### config.mk
export PLATFORM = sky130hd
export DESIGN_NAME = mips_multicycle_core
export DESIGN_NICKNAME = d
export VERILOG_FILES = /design/src/rtl/mips_pkg.sv /design/src/rtl/regfile_32x32.sv /design/src/rtl/mips_multicycle_core.sv
export SDC_FILE = /design/constraint.sdc
export NUM_CORES = 2
export LEC_CHECK = 0
export CAP_MARGIN = 20
export CELL_PAD_IN_SITES_DETAIL_PLACEMENT = 0
export CELL_PAD_IN_SITES_GLOBAL_PLACEMENT = 2
export CORE_ASPECT_RATIO = 1.25
export CORE_UTILIZATION = 44
export DETAILED_ROUTE_END_ITERATION = 8
export PLACE_DENSITY = 0.77
export SLEW_MARGIN = 20
export SYNTH_ARGS = -nofsm -noshare
export SYNTH_HDL_FRONTEND = slang
export SYNTH_SLANG_ARGS = --single-unit
### constraint.sdc
create_clock -name clock -period 6 [get_ports clock]
set_input_delay 1.8 -clock clock [delete_from_list [all_inputs] [get_ports clock]]
set_output_delay 1.8 -clock clock [all_outputs]
set_load 0.005 [all_outputs]
### src/rtl/mips_pkg.sv
// rtl/mips_pkg.sv - shared encodings for the multicycle MIPS core
// Contents: opcode/funct constants, FSM state enum, halt cause encoding,
// ALU operation enum, and decode helper functions.
package mips_pkg;

    localparam logic [5:0] OP_RTYPE = 6'h00;
    localparam logic [5:0] OP_ADDI  = 6'h08;
    localparam logic [5:0] OP_ANDI  = 6'h0C;
    localparam logic [5:0] OP_LW    = 6'h23;
    localparam logic [5:0] OP_SW    = 6'h2B;
    localparam logic [5:0] OP_BEQ   = 6'h04;
    localparam logic [5:0] OP_JAL   = 6'h03;

    localparam logic [5:0] FN_ADD = 6'h20;
    localparam logic [5:0] FN_AND = 6'h24;
    localparam logic [5:0] FN_NOR = 6'h27;
    localparam logic [5:0] FN_SLT = 6'h2A;
    localparam logic [5:0] FN_SLL = 6'h00;
    localparam logic [5:0] FN_JR  = 6'h08;

    typedef enum logic [2:0] {
        ST_FETCH  = 3'd0,
        ST_DECODE = 3'd1,
        ST_EXEC   = 3'd2,
        ST_MEM    = 3'd3,
        ST_WB     = 3'd4,
        ST_HALT   = 3'd5
    } state_t;

    typedef enum logic [1:0] {
        CAUSE_NONE    = 2'b00,
        CAUSE_ILLEGAL = 2'b01,
        CAUSE_TIMEOUT = 2'b10
    } halt_cause_t;

    typedef enum logic [2:0] {
        ALU_ADD = 3'd0,
        ALU_AND = 3'd1,
        ALU_NOR = 3'd2,
        ALU_SLT = 3'd3,
        ALU_SLL = 3'd4
    } alu_op_t;

    function automatic logic is_legal(input logic [5:0] op, input logic [5:0] fn);
        case (op)
            OP_RTYPE: return (fn == FN_ADD) || (fn == FN_AND) || (fn == FN_NOR) ||
                             (fn == FN_SLT) || (fn == FN_SLL) || (fn == FN_JR);
            OP_ADDI, OP_ANDI, OP_LW, OP_SW, OP_BEQ, OP_JAL: return 1'b1;
            default: return 1'b0;
        endcase
    endfunction

    // Address calculation for lw/sw reuses the adder.
    function automatic alu_op_t alu_op_of(input logic [5:0] op, input logic [5:0] fn);
        if (op == OP_RTYPE) begin
            case (fn)
                FN_AND:  return ALU_AND;
                FN_NOR:  return ALU_NOR;
                FN_SLT:  return ALU_SLT;
                FN_SLL:  return ALU_SLL;
                default: return ALU_ADD;
            endcase
        end
        if (op == OP_ANDI) return ALU_AND;
        return ALU_ADD;
    endfunction

endpackage

### src/rtl/regfile_32x32.sv
// rtl/regfile_32x32.sv - 32x32 register file, 2 async reads, 1 sync write
// Ports: clock, reset (sync active-high, clears all registers),
//        rd_addr1/rd_data1, rd_addr2/rd_data2 (combinational reads),
//        wr_en/wr_addr/wr_data (written on rising clock edge).
// Register 0 always reads 0 and ignores writes. A read and write of the
// same register in one cycle returns the old value.
module regfile_32x32 (
    input  logic        clock,
    input  logic        reset,
    input  logic [4:0]  rd_addr1,
    output logic [31:0] rd_data1,
    input  logic [4:0]  rd_addr2,
    output logic [31:0] rd_data2,
    input  logic        wr_en,
    input  logic [4:0]  wr_addr,
    input  logic [31:0] wr_data
);

    logic [31:0] regs [0:31];

    always_ff @(posedge clock) begin
        if (reset) begin
            for (int i = 0; i < 32; i++) begin
                regs[i] <= 32'h0;
            end
        end else if (wr_en && (wr_addr != 5'd0)) begin
            regs[wr_addr] <= wr_data;
        end
    end

    assign rd_data1 = (rd_addr1 == 5'd0) ? 32'h0 : regs[rd_addr1];
    assign rd_data2 = (rd_addr2 == 5'd0) ? 32'h0 : regs[rd_addr2];

endmodule

### src/rtl/mips_multicycle_core.sv
// rtl/mips_multicycle_core.sv - multicycle MIPS subset core, unified memory port
// Parameters: RESET_PC (PC after reset), ADDR_WIDTH (mem_addr width),
//             MAX_WAIT (unanswered request cycles before bus-timeout halt).
// Ports: clock, reset (sync active-high);
//        mem_req/mem_we/mem_addr/mem_wdata out, mem_rdata/mem_ready in;
//        halted, halt_cause (00 none, 01 illegal, 10 timeout), dbg_pc.
module mips_multicycle_core
    import mips_pkg::*;
#(
    parameter logic [31:0] RESET_PC   = 32'h0000_0000,
    parameter int          ADDR_WIDTH = 32,
    parameter int          MAX_WAIT   = 255
) (
    input  logic                  clock,
    input  logic                  reset,
    output logic                  mem_req,
    output logic                  mem_we,
    output logic [ADDR_WIDTH-1:0] mem_addr,
    output logic [31:0]           mem_wdata,
    input  logic [31:0]           mem_rdata,
    input  logic                  mem_ready,
    output logic                  halted,
    output logic [1:0]            halt_cause,
    output logic [31:0]           dbg_pc
);

    localparam int WAIT_W = (MAX_WAIT > 1) ? $clog2(MAX_WAIT) : 1;

    state_t            state;
    halt_cause_t       cause;
    logic [31:0]       pc, ir, a_reg, b_reg, bt_reg, alu_out, mdr;
    logic [WAIT_W-1:0] wait_cnt;

    logic [5:0]  opcode, funct;
    logic [4:0]  rs, rt, rd, shamt;
    logic [31:0] sext_imm, zext_imm;

    assign opcode   = ir[31:26];
    assign rs       = ir[25:21];
    assign rt       = ir[20:16];
    assign rd       = ir[15:11];
    assign shamt    = ir[10:6];
    assign funct    = ir[5:0];
    assign sext_imm = {{16{ir[15]}}, ir[15:0]};
    assign zext_imm = {16'h0, ir[15:0]};

    logic [31:0] rd_data1, rd_data2;
    logic        rf_we;
    logic [4:0]  rf_waddr;
    logic [31:0] rf_wdata;

    // jal links in EXEC; every other write happens in WB.
    assign rf_we    = ((state == ST_EXEC) && (opcode == OP_JAL)) || (state == ST_WB);
    assign rf_waddr = (opcode == OP_JAL)   ? 5'd31 :
                      (opcode == OP_RTYPE) ? rd : rt;
    assign rf_wdata = (opcode == OP_JAL) ? pc :
                      (opcode == OP_LW)  ? mdr : alu_out;

    regfile_32x32 u_regfile (
        .clock    (clock),
        .reset    (reset),
        .rd_addr1 (rs),
        .rd_data1 (rd_data1),
        .rd_addr2 (rt),
        .rd_data2 (rd_data2),
        .wr_en    (rf_we),
        .wr_addr  (rf_waddr),
        .wr_data  (rf_wdata)
    );

    alu_op_t     alu_op;
    logic [31:0] alu_b, alu_result;

    assign alu_op = alu_op_of(opcode, funct);

    always_comb begin
        alu_b = b_reg;
        case (opcode)
            OP_ANDI:              alu_b = zext_imm;
            OP_ADDI, OP_LW, OP_SW: alu_b = sext_imm;
            default:              alu_b = b_reg;
        endcase
    end

    always_comb begin
        alu_result = 32'h0;
        case (alu_op)
            ALU_ADD: alu_result = a_reg + alu_b;
            ALU_AND: alu_result = a_reg & alu_b;
            ALU_NOR: alu_result = ~(a_reg | alu_b);
            ALU_SLT: alu_result = {31'h0, $signed(a_reg) < $signed(alu_b)};
            ALU_SLL: alu_result = alu_b << shamt;
            default: alu_result = 32'h0;
        endcase
    end

    // Last tolerated unanswered cycle of a pending request.
    logic timeout;
    assign timeout = !mem_ready && (wait_cnt == WAIT_W'(MAX_WAIT - 1));

    always_ff @(posedge clock) begin
        if (reset) begin
            state    <= ST_FETCH;
            cause    <= CAUSE_NONE;
            pc       <= RESET_PC;
            ir       <= 32'h0;
            a_reg    <= 32'h0;
            b_reg    <= 32'h0;
            bt_reg   <= 32'h0;
            alu_out  <= 32'h0;
            mdr      <= 32'h0;
            wait_cnt <= '0;
        end else begin
            case (state)
                ST_FETCH: begin
                    if (mem_ready) begin
                        ir       <= mem_rdata;
                        pc       <= pc + 32'd4;
                        wait_cnt <= '0;
                        state    <= ST_DECODE;
                    end else if (timeout) begin
                        cause <= CAUSE_TIMEOUT;
                        state <= ST_HALT;
                    end else begin
                        wait_cnt <= wait_cnt + 1'b1;
                    end
                end
                ST_DECODE: begin
                    a_reg  <= rd_data1;
                    b_reg  <= rd_data2;
                    bt_reg <= pc + (sext_imm << 2);
                    if (is_legal(opcode, funct)) begin
                        state <= ST_EXEC;
                    end else begin
                        cause <= CAUSE_ILLEGAL;
                        state <= ST_HALT;
                    end
                end
                ST_EXEC: begin
                    case (opcode)
                        OP_RTYPE: begin
                            if (funct == FN_JR) begin
                                pc    <= a_reg;
                                state <= ST_FETCH;
                            end else begin
                                alu_out <= alu_result;
                                state   <= ST_WB;
                            end
                        end
                        OP_ADDI, OP_ANDI: begin
                            alu_out <= alu_result;
                            state   <= ST_WB;
                        end
                        OP_LW, OP_SW: begin
                            alu_out <= alu_result;
                            state   <= ST_MEM;
                        end
                        OP_BEQ: begin
                            if (a_reg == b_reg) pc <= bt_reg;
                            state <= ST_FETCH;
                        end
                        OP_JAL: begin
                            pc    <= {pc[31:28], ir[25:0], 2'b00};
                            state <= ST_FETCH;
                        end
                        default: state <= ST_FETCH;
                    endcase
                end
                ST_MEM: begin
                    if (mem_ready) begin
                        wait_cnt <= '0;
                        if (opcode == OP_LW) begin
                            mdr   <= mem_rdata;
                            state <= ST_WB;
                        end else begin
                            state <= ST_FETCH;
                        end
                    end else if (timeout) begin
                        cause <= CAUSE_TIMEOUT;
                        state <= ST_HALT;
                    end else begin
                        wait_cnt <= wait_cnt + 1'b1;
                    end
                end
                ST_WB:   state <= ST_FETCH;
                ST_HALT: state <= ST_HALT;
                default: state <= ST_FETCH;
            endcase
        end
    end

    // Bus outputs are gated by reset so an aborted transfer drops immediately.
    logic [31:0] addr_sel;
    assign addr_sel   = (state == ST_MEM) ? alu_out : pc;
    assign mem_req    = !reset && ((state == ST_FETCH) || (state == ST_MEM));
    assign mem_we     = !reset && (state == ST_MEM) && (opcode == OP_SW);
    assign mem_addr   = addr_sel[ADDR_WIDTH-1:0] & ~ADDR_WIDTH'(3);
    assign mem_wdata  = b_reg;
    assign halted     = !reset && (state == ST_HALT);
    assign halt_cause = reset ? 2'b00 : cause;
    assign dbg_pc     = pc;

endmodule

==> summary.md <==
| Metric | Value |
|---|---|
| Sequential area share after synthesis | 0.511 |
| Area leader, netlist | edfxtp_1 |
| CTS tree | done |
| Max FFs per register | 1024 |
| Share of layout cells above drive strength 1 | 0.211 |
| Setup repair bufs after CTS | 0 |
| Number of synthesis warnings | 0 |
| Worst skew pair latency | 0.81 ns |
| DRT antenna net count | 0 |
| Max-slew violations | 0 |
| Switching Share | 0.317 |
| Synth-to-layout area growth | 12.9% |
| Final Hold Vio Count | 0 |
| Total routed wirelength | 276 mm |
| Final Setup Violations | 0 |
| Area contributors post-synth | edfxtp_1 (44%), mux4_2 (21%), nor2_1 (7.2%) |
| CTS Buffer Depth | 3 |
| Vias in the first global route | 50600 |
| Top FF cell, synth | edfxtp_1 |
| Hpwl dp | 186 mm |
| Avg Cell Area, Syn | 12.2 sq um |
| Maximum vdd drop | 359 uV |
| Hold Path Origin | bt_reg[17] |
| Gate Count Post-Synth | 5731 |
| Ports | 136 |
| Async SR Flop Fraction | 0 |
| Starting density of the core | 0.443 |
| Avg WL per Cell | 35.0 um |
| Largest net degree at the start of global routing | 106 |
| I/O Buffers | 133 |
| Post-layout util | 0.500 |
| Leak | 26.2 nW |
| Die X | 358 um |
| Hold EP | bt_reg[17] |
| Hold Path Depth | 2 |
| Final period utilization | 0.861 |
| Worst path cell trace | nor2b_1 > or3_1 > nor2_1 > clkdlybuf4s50_1 |
| Die H | 447 um |
| DRT iter0 DRCs | 5685 |
| CP Capture Type | output pin |
| Worst setup path class | reg -> out |
| Rows | 163 |
| Count of cell types in the netlist | 81 |
| GRT Util Overall | 0.347 |
| Htree depth | 4 |
| Fin nets | 5885 |
| Status | finished clean |
| RR Startpoint | ir[31] |
| Yosys top cell area share | 0.440 |
| Drt first pass iters | 6 |
| Gate power share | 0.234 |
| GRT overflow | 0 |
| PD cells | 318 mW/mm^2 |
| Post-Syn Area | 0.0699 sq mm |
| WP data arrival | 3.36 ns |
| Worst-path clk slew | 0.06 ns |
| Maximum fanout along the worst path | 11 |
| Area post-placement | 0.0744 sq mm |
| Drc violations | 0 |
| Seq pwr share | 0.420 |
| Hold crit path type | reg -> reg |
| Int Pwr | 0.0171 W |
| Fin Setup TNS | 0 ns |
| Max_slew headroom | 0.243 |
| Global-route wire length before repair | 386 mm |
| RSZ-0062 raised after global routing | no |
| Clock power frac | 0.346 |
| Buffers & Inverters on Critical Path | 1 |
| Initial antenna violation count | 10 |
| Crit path launch type | flop |
| Max_cap viols | 0 |
| Reg with most FFs | u_regfile.regs |
| CTS resizes | 0 |
| Critical-path top delay cell | dfxtp_1 |
| R2r setup slk | 1.12 ns |
| Tmin final | 5.16 ns |
| Hold-fix buffers, CTS | 0 |
| Reg2Reg Depth | 16 |
| Via count | 50900 |
| Worst Tran Pin Value | 1.13 ns |
| Via/cell ratio | 6.45 |
| F_max | 194 MHz |
| Flip-flop and latch count after synthesis | 1271 |
| DIE AREA | 0.160 sq mm |
| Final Wtd Congestion | 0.970 |
| Req. time, crit path | 4.20 ns |
| R2r endpoint | alu_out[30] |
| CTS root buf | clkbuf_16 |
| Post-synth EDFFs | 1024 |
| Crit-path leading delay family | simple AND/OR/NAND/NOR gates |
| Most frequent cells in the layout | nor2_1 (1333), edfxtp_1 (1024), mux4_2 (665) |
| CTS buffer count | 138 |
| Psw | 0.00793 W |
| Sink Count | 1271 |
| CP peak stage delay | 0.66 ns |
| Worst Clk Skew | 0.0372 ns |
| Fin area | 0.0789 sq mm |
| Most common cell after layout, fill and taps aside | nor2_1 |
| CORE AREA | 0.158 sq mm |
[power by group through the flow]
stage	clock network (W)	logic (W)	registers [W]
2_1_floorplan	0	0.00365	0.0103
3_3_place_gp	0	0.00579	0.0107
3_5_place_dp	0	0.00578	0.0107
4_1_cts	0.00875	0.00580	0.0105
5_1_grt	0.00906	0.00611	0.0106
6_report	0.00865	0.00586	0.0105
[kinds of logic (layout without fill, tap and decap cells)]
| family | count (synthesis) | in the layout | share of synthesized area |
|---|---|---|---|
| AO/OA/AOI/OAI | 736 | 736 | 0.0649 |
| XOR/XNOR | 85 | 85 | 0.0107 |
| adder cells (fa/ha/maj) | 130 | 130 | 0.0235 |
| buffers and inverters | 632 | 693 | 0.0344 |
| flip-flops | 1271 | 1271 | 0.511 |
| multiplexers | 800 | 800 | 0.234 |
| other | 1 | 36 | 0.0000537 |
| AND/OR/NAND/NOR | 2076 | 2076 | 0.122 |
[Yosys cell counts, drive strengths merged (24+ instances only)]
| cell | instances |
|---|---|
| nand2b | 49 |
| a21oi | 334 |
| a221oi | 28 |
| and3 | 24 |
| a21o | 24 |
| nor2 | 1336 |
| buf | 83 |
| mux4 | 665 |
| ha | 128 |
| nor4 | 24 |
| edfxtp | 1024 |
| clkbuf | 447 |
| xor2 | 50 |
| o21ai | 124 |
| dfxtp | 247 |
| a211oi | 32 |
| a31oi | 25 |
| mux2i | 128 |
| a22oi | 26 |
| inv | 99 |
| nand2 | 448 |
| nor3 | 54 |
| xnor2 | 35 |
| nand3 | 39 |
[worst register-to-register path: cells and delay by family (launching register included)]
| family | cells | cell delay, ns |
|---|---|---|
| AO/OA/AOI/OAI | 7 | 2.23 |
| AND/OR/NAND/NOR | 4 | 1.00 |
| multiplexers | 1 | 0.46 |
| adder cells (fa/ha/maj) | 2 | 0.46 |
| flip-flops | 1 | 0.37 |
| buffers and inverters | 2 | 0.25 |
[how the worst max path moves through the flow]
stage	cells after the start	start	slack (ns)	to
final	4	state[0]	0.84	mem_req
after floorplan	5	reset	1.30	mem_req
after global routing	16	ir[31]	0.76	alu_out[30]
after detailed placement	8	reset	1.05	u_regfile.regs[19][14]
after global placement	8	reset	1.07	u_regfile.regs[19][6]
after CTS	4	state[0]	0.77	mem_req
[routing by layer]
metal,up-vias,global-route usage,wire length [um]
met5,-,0,79
met2,2794,0.577,135000
met1,26100,0.411,96600
met4,12,0.237,22100
met3,715,0.0584,22200
li1,21300,-,-
[per-stage QoR]
stage | hold WS [ns] | setup WS (ns) | power (W) | instances
finish | 0.455 | 0.835 | 0.0250 | 7889
global route | 0.471 | 0.757 | 0.0257 | 7887
CTS | 0.454 | 0.770 | 0.0251 | 7887
detailed placement | 0.446 | 1.05 | 0.0165 | 7642
global placement | 0.441 | 1.07 | 0.0165 | 7641
floorplan | 0.432 | 1.30 | 0.0139 | 5764
[final cells by class]
| cell class | instances | area, sq um |
|---|---|---|
| repair buffers | 346 | 3280 |
| inverters | 102 | 383 |
| flip-flops and latches | 1271 | 35700 |
| fillers | 13800 | 78800 |
| multi-input cells | 3861 | 32400 |
| clock buffers | 186 | 3820 |
| diodes | 2 | 5.00 |
| clock inverters | 59 | 618 |
| well taps | 2062 | 2580 |
Note: power is estimated with default switching activity, not from simulation.
